--- src/rtl/omsp_sm_slot_ctrl_if.sv ---
`default_nettype none
// +----------------------------------------------------------------------------+
// | Module   : omsp_sm_slot_ctrl_if                                            |
// | Purpose  : Request/response handshake bundle of the Sancus slot controller |
// | Revision : 1.0 - initial release                                           |
// +----------------------------------------------------------------------------+
interface omsp_sm_slot_ctrl_if #(
  parameter int ID_WIDTH   = 16,
  parameter int ADDR_WIDTH = 16
) ();
  logic                  req_valid;
  logic                  req_ready;
  logic                  req_op;
  logic [ADDR_WIDTH-1:0] req_ts;
  logic [ADDR_WIDTH-1:0] req_te;
  logic [ADDR_WIDTH-1:0] req_ds;
  logic [ADDR_WIDTH-1:0] req_de;
  logic                  rsp_valid;
  logic [1:0]            rsp_status;
  logic [ID_WIDTH-1:0]   rsp_id;

  modport master (
    output req_valid, req_op, req_ts, req_te, req_ds, req_de,
    input  req_ready, rsp_valid, rsp_status, rsp_id
  );

  modport slave (
    input  req_valid, req_op, req_ts, req_te, req_ds, req_de,
    output req_ready, rsp_valid, rsp_status, rsp_id
  );
endinterface
`default_nettype wire

--- src/rtl/omsp_sm_slot_ctrl.sv ---
`default_nettype none
// +----------------------------------------------------------------------------+
// | Module   : omsp_sm_slot_ctrl                                               |
// | Purpose  : Protected-module slot table with overlap scan, ID allocation    |
// |            and current/previous module ID tracking.                        |
// | Options  : OMSP_SM_IRQ_ID_EN - report IRQ IDs as cur_id during IRQ entry  |
// | Revision : 1.0 - initial release                                           |
// +----------------------------------------------------------------------------+
module omsp_sm_slot_ctrl #(
  parameter int NB_SLOTS   = 8,
  parameter int ID_WIDTH   = 16,
  parameter int ADDR_WIDTH = 16,
  parameter int IRQ_BITS   = 4
) (
  input  logic                  mclk,
  input  logic                  puc_rst,
  omsp_sm_slot_ctrl_if.slave    bus,
  input  logic [ADDR_WIDTH-1:0] pc,
  input  logic                  handling_irq,
  input  logic [IRQ_BITS-1:0]   irq_num,
  output logic [NB_SLOTS-1:0]   slot_enabled,
  output logic [ID_WIDTH-1:0]   cur_id,
  output logic [ID_WIDTH-1:0]   prev_id,
  output logic                  id_exhausted
);

  localparam int c_idx_w = $clog2(NB_SLOTS);

  typedef logic [c_idx_w-1:0]    idx_t;
  typedef logic [ADDR_WIDTH-1:0] addr_t;
  typedef logic [ID_WIDTH-1:0]   id_t;

  localparam id_t        c_irq_id_base = {ID_WIDTH{1'b1}} << IRQ_BITS;
  localparam logic [1:0] c_st_ok       = 2'b00;
  localparam logic [1:0] c_st_overlap  = 2'b01;
  localparam logic [1:0] c_st_no_slot  = 2'b10;
  localparam logic [1:0] c_st_invalid  = 2'b11;

  typedef enum logic [1:0] {S_IDLE, S_CHECK, S_COMMIT, S_RESP} state_t;

  state_t              r_state;
  logic                r_req_ready;
  logic                r_rsp_valid;
  logic [1:0]          r_rsp_status;
  id_t                 r_rsp_id;
  id_t                 r_next_id;
  idx_t                r_idx;
  idx_t                r_tgt;
  addr_t               r_req_ts, r_req_te, r_req_ds, r_req_de;
  logic [NB_SLOTS-1:0] r_en;
  addr_t               r_ts [NB_SLOTS];
  addr_t               r_te [NB_SLOTS];
  addr_t               r_ds [NB_SLOTS];
  addr_t               r_de [NB_SLOTS];
  id_t                 r_sid [NB_SLOTS];
  id_t                 r_prev_cyc;
  id_t                 r_prev_id;

  id_t                 w_pc_id;
  idx_t                w_pc_idx;
  logic                w_free_any;
  idx_t                w_free_idx;
  id_t                 w_cur_id;
  logic                w_scan_ovl;
  logic                w_create_bad;
  logic                w_destroy_ok;

  // Both ranges must be non-empty to share an address.
  function automatic logic f_ovl(input addr_t a_s, input addr_t a_e,
                                 input addr_t b_s, input addr_t b_e);
    return (a_s < a_e) && (b_s < b_e) && (a_s < b_e) && (b_s < a_e);
  endfunction

  // Descending loops leave the lowest matching index as the winner.
  always_comb begin
    w_pc_id  = '0;
    w_pc_idx = '0;
    for (int i = NB_SLOTS - 1; i >= 0; i--) begin
      if (r_en[i] && (pc >= r_ts[i]) && (pc < r_te[i])) begin
        w_pc_id  = r_sid[i];
        w_pc_idx = idx_t'(i);
      end
    end
  end

  always_comb begin
    w_free_any = 1'b0;
    w_free_idx = '0;
    for (int i = NB_SLOTS - 1; i >= 0; i--) begin
      if (!r_en[i]) begin
        w_free_any = 1'b1;
        w_free_idx = idx_t'(i);
      end
    end
  end

`ifdef OMSP_SM_IRQ_ID_EN
  assign w_cur_id = handling_irq ? (c_irq_id_base + id_t'(irq_num)) : w_pc_id;
`else
  logic w_unused_irq;
  assign w_unused_irq = handling_irq ^ (^irq_num);
  assign w_cur_id     = w_pc_id;
`endif

  assign w_scan_ovl = r_en[r_idx] &&
                      (f_ovl(r_req_ts, r_req_te, r_ts[r_idx], r_te[r_idx]) ||
                       f_ovl(r_req_ts, r_req_te, r_ds[r_idx], r_de[r_idx]) ||
                       f_ovl(r_req_ds, r_req_de, r_ts[r_idx], r_te[r_idx]) ||
                       f_ovl(r_req_ds, r_req_de, r_ds[r_idx], r_de[r_idx]));

  assign w_create_bad = (bus.req_ts >= bus.req_te) || (bus.req_ds > bus.req_de) || id_exhausted;
  assign w_destroy_ok = (w_cur_id != '0) && (w_cur_id < c_irq_id_base);

  always_ff @(posedge mclk or posedge puc_rst) begin
    if (puc_rst) begin
      r_state      <= S_IDLE;
      r_req_ready  <= 1'b1;
      r_rsp_valid  <= 1'b0;
      r_rsp_status <= c_st_ok;
      r_rsp_id     <= '0;
      r_next_id    <= id_t'(1);
      r_idx        <= '0;
      r_tgt        <= '0;
      r_req_ts     <= '0;
      r_req_te     <= '0;
      r_req_ds     <= '0;
      r_req_de     <= '0;
      r_en         <= '0;
      for (int i = 0; i < NB_SLOTS; i++) begin
        r_ts[i]  <= '0;
        r_te[i]  <= '0;
        r_ds[i]  <= '0;
        r_de[i]  <= '0;
        r_sid[i] <= '0;
      end
    end else begin
      r_rsp_valid <= 1'b0;
      case (r_state)
        S_IDLE: begin
          if (bus.req_valid) begin
            r_req_ready <= 1'b0;
            r_req_ts    <= bus.req_ts;
            r_req_te    <= bus.req_te;
            r_req_ds    <= bus.req_ds;
            r_req_de    <= bus.req_de;
            if (bus.req_op) begin
              r_state     <= S_RESP;
              r_rsp_valid <= 1'b1;
              if (w_destroy_ok) begin
                // Clearing here makes cur_id drop in the response cycle.
                r_en[w_pc_idx]  <= 1'b0;
                r_sid[w_pc_idx] <= '0;
                r_rsp_status    <= c_st_ok;
                r_rsp_id        <= w_cur_id;
              end else begin
                r_rsp_status <= c_st_invalid;
                r_rsp_id     <= '0;
              end
            end else if (w_create_bad || !w_free_any) begin
              r_state      <= S_RESP;
              r_rsp_valid  <= 1'b1;
              r_rsp_status <= w_create_bad ? c_st_invalid : c_st_no_slot;
              r_rsp_id     <= '0;
            end else begin
              r_state <= S_CHECK;
              r_idx   <= '0;
              r_tgt   <= w_free_idx;
            end
          end
        end
        S_CHECK: begin
          if (w_scan_ovl) begin
            r_state      <= S_RESP;
            r_rsp_valid  <= 1'b1;
            r_rsp_status <= c_st_overlap;
            r_rsp_id     <= '0;
          end else if (r_idx == idx_t'(NB_SLOTS - 1)) begin
            r_state <= S_COMMIT;
          end else begin
            r_idx <= r_idx + idx_t'(1);
          end
        end
        S_COMMIT: begin
          r_ts[r_tgt]  <= r_req_ts;
          r_te[r_tgt]  <= r_req_te;
          r_ds[r_tgt]  <= r_req_ds;
          r_de[r_tgt]  <= r_req_de;
          r_sid[r_tgt] <= r_next_id;
          r_en[r_tgt]  <= 1'b1;
          r_next_id    <= r_next_id + id_t'(1);
          r_state      <= S_RESP;
          r_rsp_valid  <= 1'b1;
          r_rsp_status <= c_st_ok;
          r_rsp_id     <= r_next_id;
        end
        S_RESP: begin
          r_state     <= S_IDLE;
          r_req_ready <= 1'b1;
        end
        default: begin
          r_state     <= S_IDLE;
          r_req_ready <= 1'b1;
        end
      endcase
    end
  end

  // prev_id lags by one sample so it holds the ID that was left behind.
  always_ff @(posedge mclk or posedge puc_rst) begin
    if (puc_rst) begin
      r_prev_cyc <= '0;
      r_prev_id  <= '0;
    end else begin
      r_prev_cyc <= w_cur_id;
      if (r_prev_cyc != w_cur_id) begin
        r_prev_id <= r_prev_cyc;
      end
    end
  end

  assign bus.req_ready  = r_req_ready;
  assign bus.rsp_valid  = r_rsp_valid;
  assign bus.rsp_status = r_rsp_status;
  assign bus.rsp_id     = r_rsp_id;
  assign slot_enabled   = r_en;
  assign cur_id         = w_cur_id;
  assign prev_id        = r_prev_id;
  assign id_exhausted   = (r_next_id == c_irq_id_base);

endmodule
`default_nettype wire

--- src/flat_wrapper.sv ---
// flat-port wrapper written by rule: the top's interface ports become plain ports
module omsp_sm_slot_ctrl_flat 
#(
  parameter int NB_SLOTS   = 8,
  parameter int ID_WIDTH   = 16,
  parameter int ADDR_WIDTH = 16,
  parameter int IRQ_BITS   = 4
)
  (mclk, puc_rst, pc, handling_irq, irq_num, slot_enabled, cur_id, prev_id, id_exhausted, bus_req_valid, bus_req_op, bus_req_ts, bus_req_te, bus_req_ds, bus_req_de, bus_req_ready, bus_rsp_valid, bus_rsp_status, bus_rsp_id);
  omsp_sm_slot_ctrl_if #(.ID_WIDTH(ID_WIDTH), .ADDR_WIDTH(ADDR_WIDTH)) bus_i ();
  input  logic mclk;
  input  logic puc_rst;
  input  logic [ADDR_WIDTH-1:0] pc;
  input  logic handling_irq;
  input  logic [IRQ_BITS-1:0] irq_num;
  output logic [NB_SLOTS-1:0] slot_enabled;
  output logic [ID_WIDTH-1:0] cur_id;
  output logic [ID_WIDTH-1:0] prev_id;
  output logic id_exhausted;
  input wire logic [$bits(bus_i.req_valid)-1:0] bus_req_valid;
  input wire logic [$bits(bus_i.req_op)-1:0] bus_req_op;
  input wire logic [$bits(bus_i.req_ts)-1:0] bus_req_ts;
  input wire logic [$bits(bus_i.req_te)-1:0] bus_req_te;
  input wire logic [$bits(bus_i.req_ds)-1:0] bus_req_ds;
  input wire logic [$bits(bus_i.req_de)-1:0] bus_req_de;
  output wire logic [$bits(bus_i.req_ready)-1:0] bus_req_ready;
  output wire logic [$bits(bus_i.rsp_valid)-1:0] bus_rsp_valid;
  output wire logic [$bits(bus_i.rsp_status)-1:0] bus_rsp_status;
  output wire logic [$bits(bus_i.rsp_id)-1:0] bus_rsp_id;
  assign bus_i.req_valid = bus_req_valid;
  assign bus_i.req_op = bus_req_op;
  assign bus_i.req_ts = bus_req_ts;
  assign bus_i.req_te = bus_req_te;
  assign bus_i.req_ds = bus_req_ds;
  assign bus_i.req_de = bus_req_de;
  assign bus_req_ready = bus_i.req_ready;
  assign bus_rsp_valid = bus_i.rsp_valid;
  assign bus_rsp_status = bus_i.rsp_status;
  assign bus_rsp_id = bus_i.rsp_id;
  omsp_sm_slot_ctrl #(.NB_SLOTS(NB_SLOTS), .ID_WIDTH(ID_WIDTH), .ADDR_WIDTH(ADDR_WIDTH), .IRQ_BITS(IRQ_BITS)) u_core (.mclk(mclk), .puc_rst(puc_rst), .bus(bus_i), .pc(pc), .handling_irq(handling_irq), .irq_num(irq_num), .slot_enabled(slot_enabled), .cur_id(cur_id), .prev_id(prev_id), .id_exhausted(id_exhausted));
endmodule
--- config.mk ---
export PLATFORM = sky130hd
export DESIGN_NAME = omsp_sm_slot_ctrl_flat
export DESIGN_NICKNAME = d
export VERILOG_FILES = /design/src/rtl/omsp_sm_slot_ctrl_if.sv /design/src/rtl/omsp_sm_slot_ctrl.sv /design/src/flat_wrapper.sv
export SDC_FILE = /design/constraint.sdc
export NUM_CORES = 2
export LEC_CHECK = 0
export ABC_AREA = 1
export BUFFER_PORTS_ARGS = -buffer_cell sky130_fd_sc_hd__buf_2
export CORE_MARGIN = 2
export CORE_UTILIZATION = 41
export DETAILED_ROUTE_END_ITERATION = 12
export SKIP_LAST_GASP = 1
export SYNTH_ARGS = -nofsm -noshare
export SYNTH_HDL_FRONTEND = slang
export SYNTH_SLANG_ARGS = --single-unit
--- constraint.sdc ---
create_clock -name mclk -period 41.5 [get_ports mclk]
set_input_delay 12.45 -clock mclk [delete_from_list [all_inputs] [get_ports mclk]]
set_output_delay 12.45 -clock mclk [all_outputs]
set_load 0.01 [all_outputs]
==> metrics.md <==
| Metric | Value |
|---|---|
| Internal power | 2.02 mW |
| Starting DRT DRC Count | 4,001 |
| Fin crit share | 0.695 |
| Worst-path maximum fanout | 31 |
| Synth Register Bits | 788 |
| Data arrival, critical path | roughly 16 ns |
| Finished Layout Cells | between 7k and 8k |
| Setup TNS | 0 ns |
| Max cap viols | 0 |
| Post-DP HPWL | roughly 100,000 µm |
| Worst hold-check path type | register to register |
| Sequential fraction of the synthesis area | 0.414 |
| Pre-antenna DRT Iters | 6 |
| Post-synth ARST share | 1.00 |
| Max transition margin | 0.211 |
| Seq pwr share | 0.295 |
| Cells after Synth | 6,102 |
| Worst path required time | roughly 29 ns |
| Setup Skew | 0.0458 ns |
| Post-cts resize count | 0 |
| Peak VDD IR | ~0.000043 V |
| Hold Vio Cnt, Final | 0 |
| Nets | between 6k and 7k |
| Multi-input combinational cell area | 24,700 µm² |
| Total track usage | 0.257 |
| Max H-tree Level | 3 |
| Synth top area share | 0.413 |
| Overflow after GRT | 0 |
| Yosys warns | 0 |
| IO Count | 150 |
| Area delta synth->final | 10.1% |
| CTS tree | built |
| Die Ht | 345 µm |
| Clock power frac | 0.222 |
| Period minus WS final | about 29 ns |
| Final setup fails | 0 |
| Die ar. | roughly 120,000 µm² |
| CTS Buf Count | roughly 90 |
| Register area | ~20,000 µm² |
| Antenna violations before repair | 1 |
| Vias | 42.4k |
| Fill count | roughly 12k |
| Hold slack | 0.468 ns |
| Largest area contributor in the netlist | dfrtp_1 |
| CP startpoint kind | input pin |
| Drt drc | 0 |
| Antenna Nets Post-Route | 0 |
| Die width | approximately 340 µm |
| Worst-skew pair later-pin latency | approximately 0.70 ns |
| Slew Viols, Final | 0 |
| Combinational share of power | 0.483 |
| Critical path capture point type | output pin |
| Core area | roughly 120,000 µm² |
| DR WL/cell | ~20 µm |
| Clk root buf | clkbuf_16 |
| Syn Area/Cell | 7.81 µm² |
| RSZ-0062 raised after global routing | false |
| FMAX | between 30 and 40 MHz |
| Outcome | finished, final reports clean |
| Yosys cell types | 62 |
| Critical path type | input pin to output pin |
| Worst slew pin tran | 1.15 ns |
| Clock Sinks | 788 |
| Row count | 125 |
| Post-synth EDFFs | 0 |
| Fraction of layout cells with a size suffix above 1 | 0.0727 |
| Initial core utilization | 0.412 |
| Placed cells | about 7.5k |
| Total setup buffers inserted after CTS | 0 |
| Port Buffer Count | 144 |
| Top_reg_cell synth | dfrtp_1 |
| RD Place Congestion | around 0.90 |
| Synthesized cell area | about 48,000 µm² |
| CTS Hold Bufs | 0 |
| LEAKAGE | roughly 25 nW |
| First-pass GRT wire length | 239,000 µm |
| Switch share | 0.470 |
| Diode count | 0 |
| Switching Power | between 1.5 and 2 mW |
| Power Density | around 73 nW/µm² |
| Total routed wirelength | approximately 150,000 µm |
| Largest net degree at the start of global routing | roughly 160 |
| Vias in the first global route | around 40k |
| Top post-synthesis cells by area | dfrtp_1 (41%), ha_1 (12%), nand2_1 (11%), o21ai_0 (11%), nand3_1 (4.6%) |
| Syn_nets | about 6.7k |
| Maximum root-to-sink buffer count | 3 |
| Clock transition at path regs | 0.06 ns |
| Via-to-Cell Ratio | 5.55 |
-- worst max-delay path, stage by stage --
cell and delay [ns]:
buf_2 0.36, ha_1 0.31, a21oi_1 0.22, o21ai_1 0.13, nand4_1 0.09, o211ai_1 0.23
a31oi_1 0.51, nand3_2 0.77, nand2_4 0.38, inv_2 0.19, nand2_1 0.09, o21ai_0 0.08
inv_1 0.10, nand2_2 0.15, inv_2 0.13, buf_2 0.13
-- kinds of logic after synthesis --
group / share of synthesized area
compound gates: 0.177
xor+xnor: 0.00514
fa+ha+maj: 0.123
buf+inv: 0.0694
flops: 0.414
simple gates: 0.212
-- stage by stage --
stage	instance area, µm²	util	setup slack, ns	total power [mW]
3_5_place_dp	49300	0.426	12.71	2.97
5_1_grt	52500	0.453	12.52	4.14
3_3_place_gp	49300	0.426	12.73	2.92
2_1_floorplan	47700	-	6.93	2.37
4_1_cts	52500	0.453	12.71	3.83
6_report	52500	0.453	12.67	3.82
-- cell type report --
| type | instances | share of cell area |
|---|---|---|
| repair buffers | 182 | 0.0201 |
| clock buffers | 138 | 0.0527 |
| flip-flops and latches | 788 | 0.376 |
| multi-input cells | 4478 | 0.471 |
| clock inverters | 33 | 0.00718 |
| well taps | 1524 | 0.0363 |
| inverters | 502 | 0.0362 |
-- cells in the final DEF (no fill, tap or decap), drive strengths merged, types with 6 or more instances in the layout --
cell type / n
a211oi: 17
a21oi: 365
a221oi: 16
a31oi: 38
buf: 182
clkbuf: 138
clkinv: 28
dfrtp: 786
ha: 468
inv: 497
nand2: 1429
nand3: 442
nand4: 75
nor2: 366
nor3: 32
o211ai: 15
o21a: 11
o21ai: 1060
o221ai: 25
o22ai: 32
or2: 31
xnor2: 6
xor2: 22
-- sequential cells by signal (all words and copies together) (netlist names) --
name                   count
u_core.prev_id            16
u_core.r_req_te           16
u_core.r_prev_cyc         16
u_core.bus.req_ready       1
u_core.bus.rsp_status      2
u_core.r_req_ts           16
u_core.bus.rsp_valid       1
u_core.r_te              128
u_core.slot_enabled        8
u_core.r_idx               3
u_core.bus.rsp_id         16
u_core.r_de              128
u_core.r_ds              128
u_core.r_tgt               3
u_core.r_ts              128
u_core.r_req_ds           16
u_core.r_next_id          16
u_core.r_state             2
u_core.r_req_de           16
u_core.r_sid             128
-- routing by layer --
layer  vias up  GRT usage  part of all wire
met1     20500      0.348              0.44
li1      20500          -                 -
met3       286     0.0308             0.051
met4         0     0.0982             0.041
met2      1200      0.421              0.47
met5         -          0                 0
-- synth_stat cells (all sizes together), types with 2 or more instances --
cell type / n
a2111oi: 3
a211oi: 17
a21boi: 3
a21oi: 365
a221oi: 16
a31oi: 38
and2: 2
buf: 78
clkbuf: 256
clkinv: 8
dfrtp: 786
dfstp: 2
ha: 468
inv: 494
nand2: 1429
nand3: 442
nand4: 75
nor2: 366
nor3: 32
nor4: 4
o211ai: 15
o21a: 11
o21ai: 1060
o21bai: 2
o221ai: 25
o22ai: 32
o31ai: 4
or2: 31
xnor2: 6
xor2: 22
-- power by group through the flow --
| stage | Combinational, mW | Clock, mW | Sequential (mW) |
|---|---|---|---|
| final | 1.85 | 0.847 | 1.13 |
| after global routing | 2.10 | 0.890 | 1.15 |
| after CTS | 1.84 | 0.860 | 1.12 |
| after detailed placement | 1.83 | 0 | 1.14 |
| after global placement | 1.79 | 0 | 1.13 |
| after floorplan | 1.28 | 0 | 1.08 |
-- worst paths after layout --
path | start | endpoint | slack (ns) | depth (start not counted)
worst max-delay path | pc[1] | cur_id[12] | 12.67 | 16
worst min-delay path | u_core.bus.req_ready | u_core.bus.req_ready | 0.47 | 2
worst max register to register | u_core.r_idx[0] | u_core.bus.rsp_status[0] | 35.05 | 20
worst min register to register | u_core.bus.req_ready | u_core.bus.req_ready | 0.47 | 2
max in group asynchronous | puc_rst | u_core.r_sid[116] | 25.64 | 6
min in group asynchronous | puc_rst | u_core.r_ts[62] | 11.87 | 2
Power figures use the tool's default switching activity.
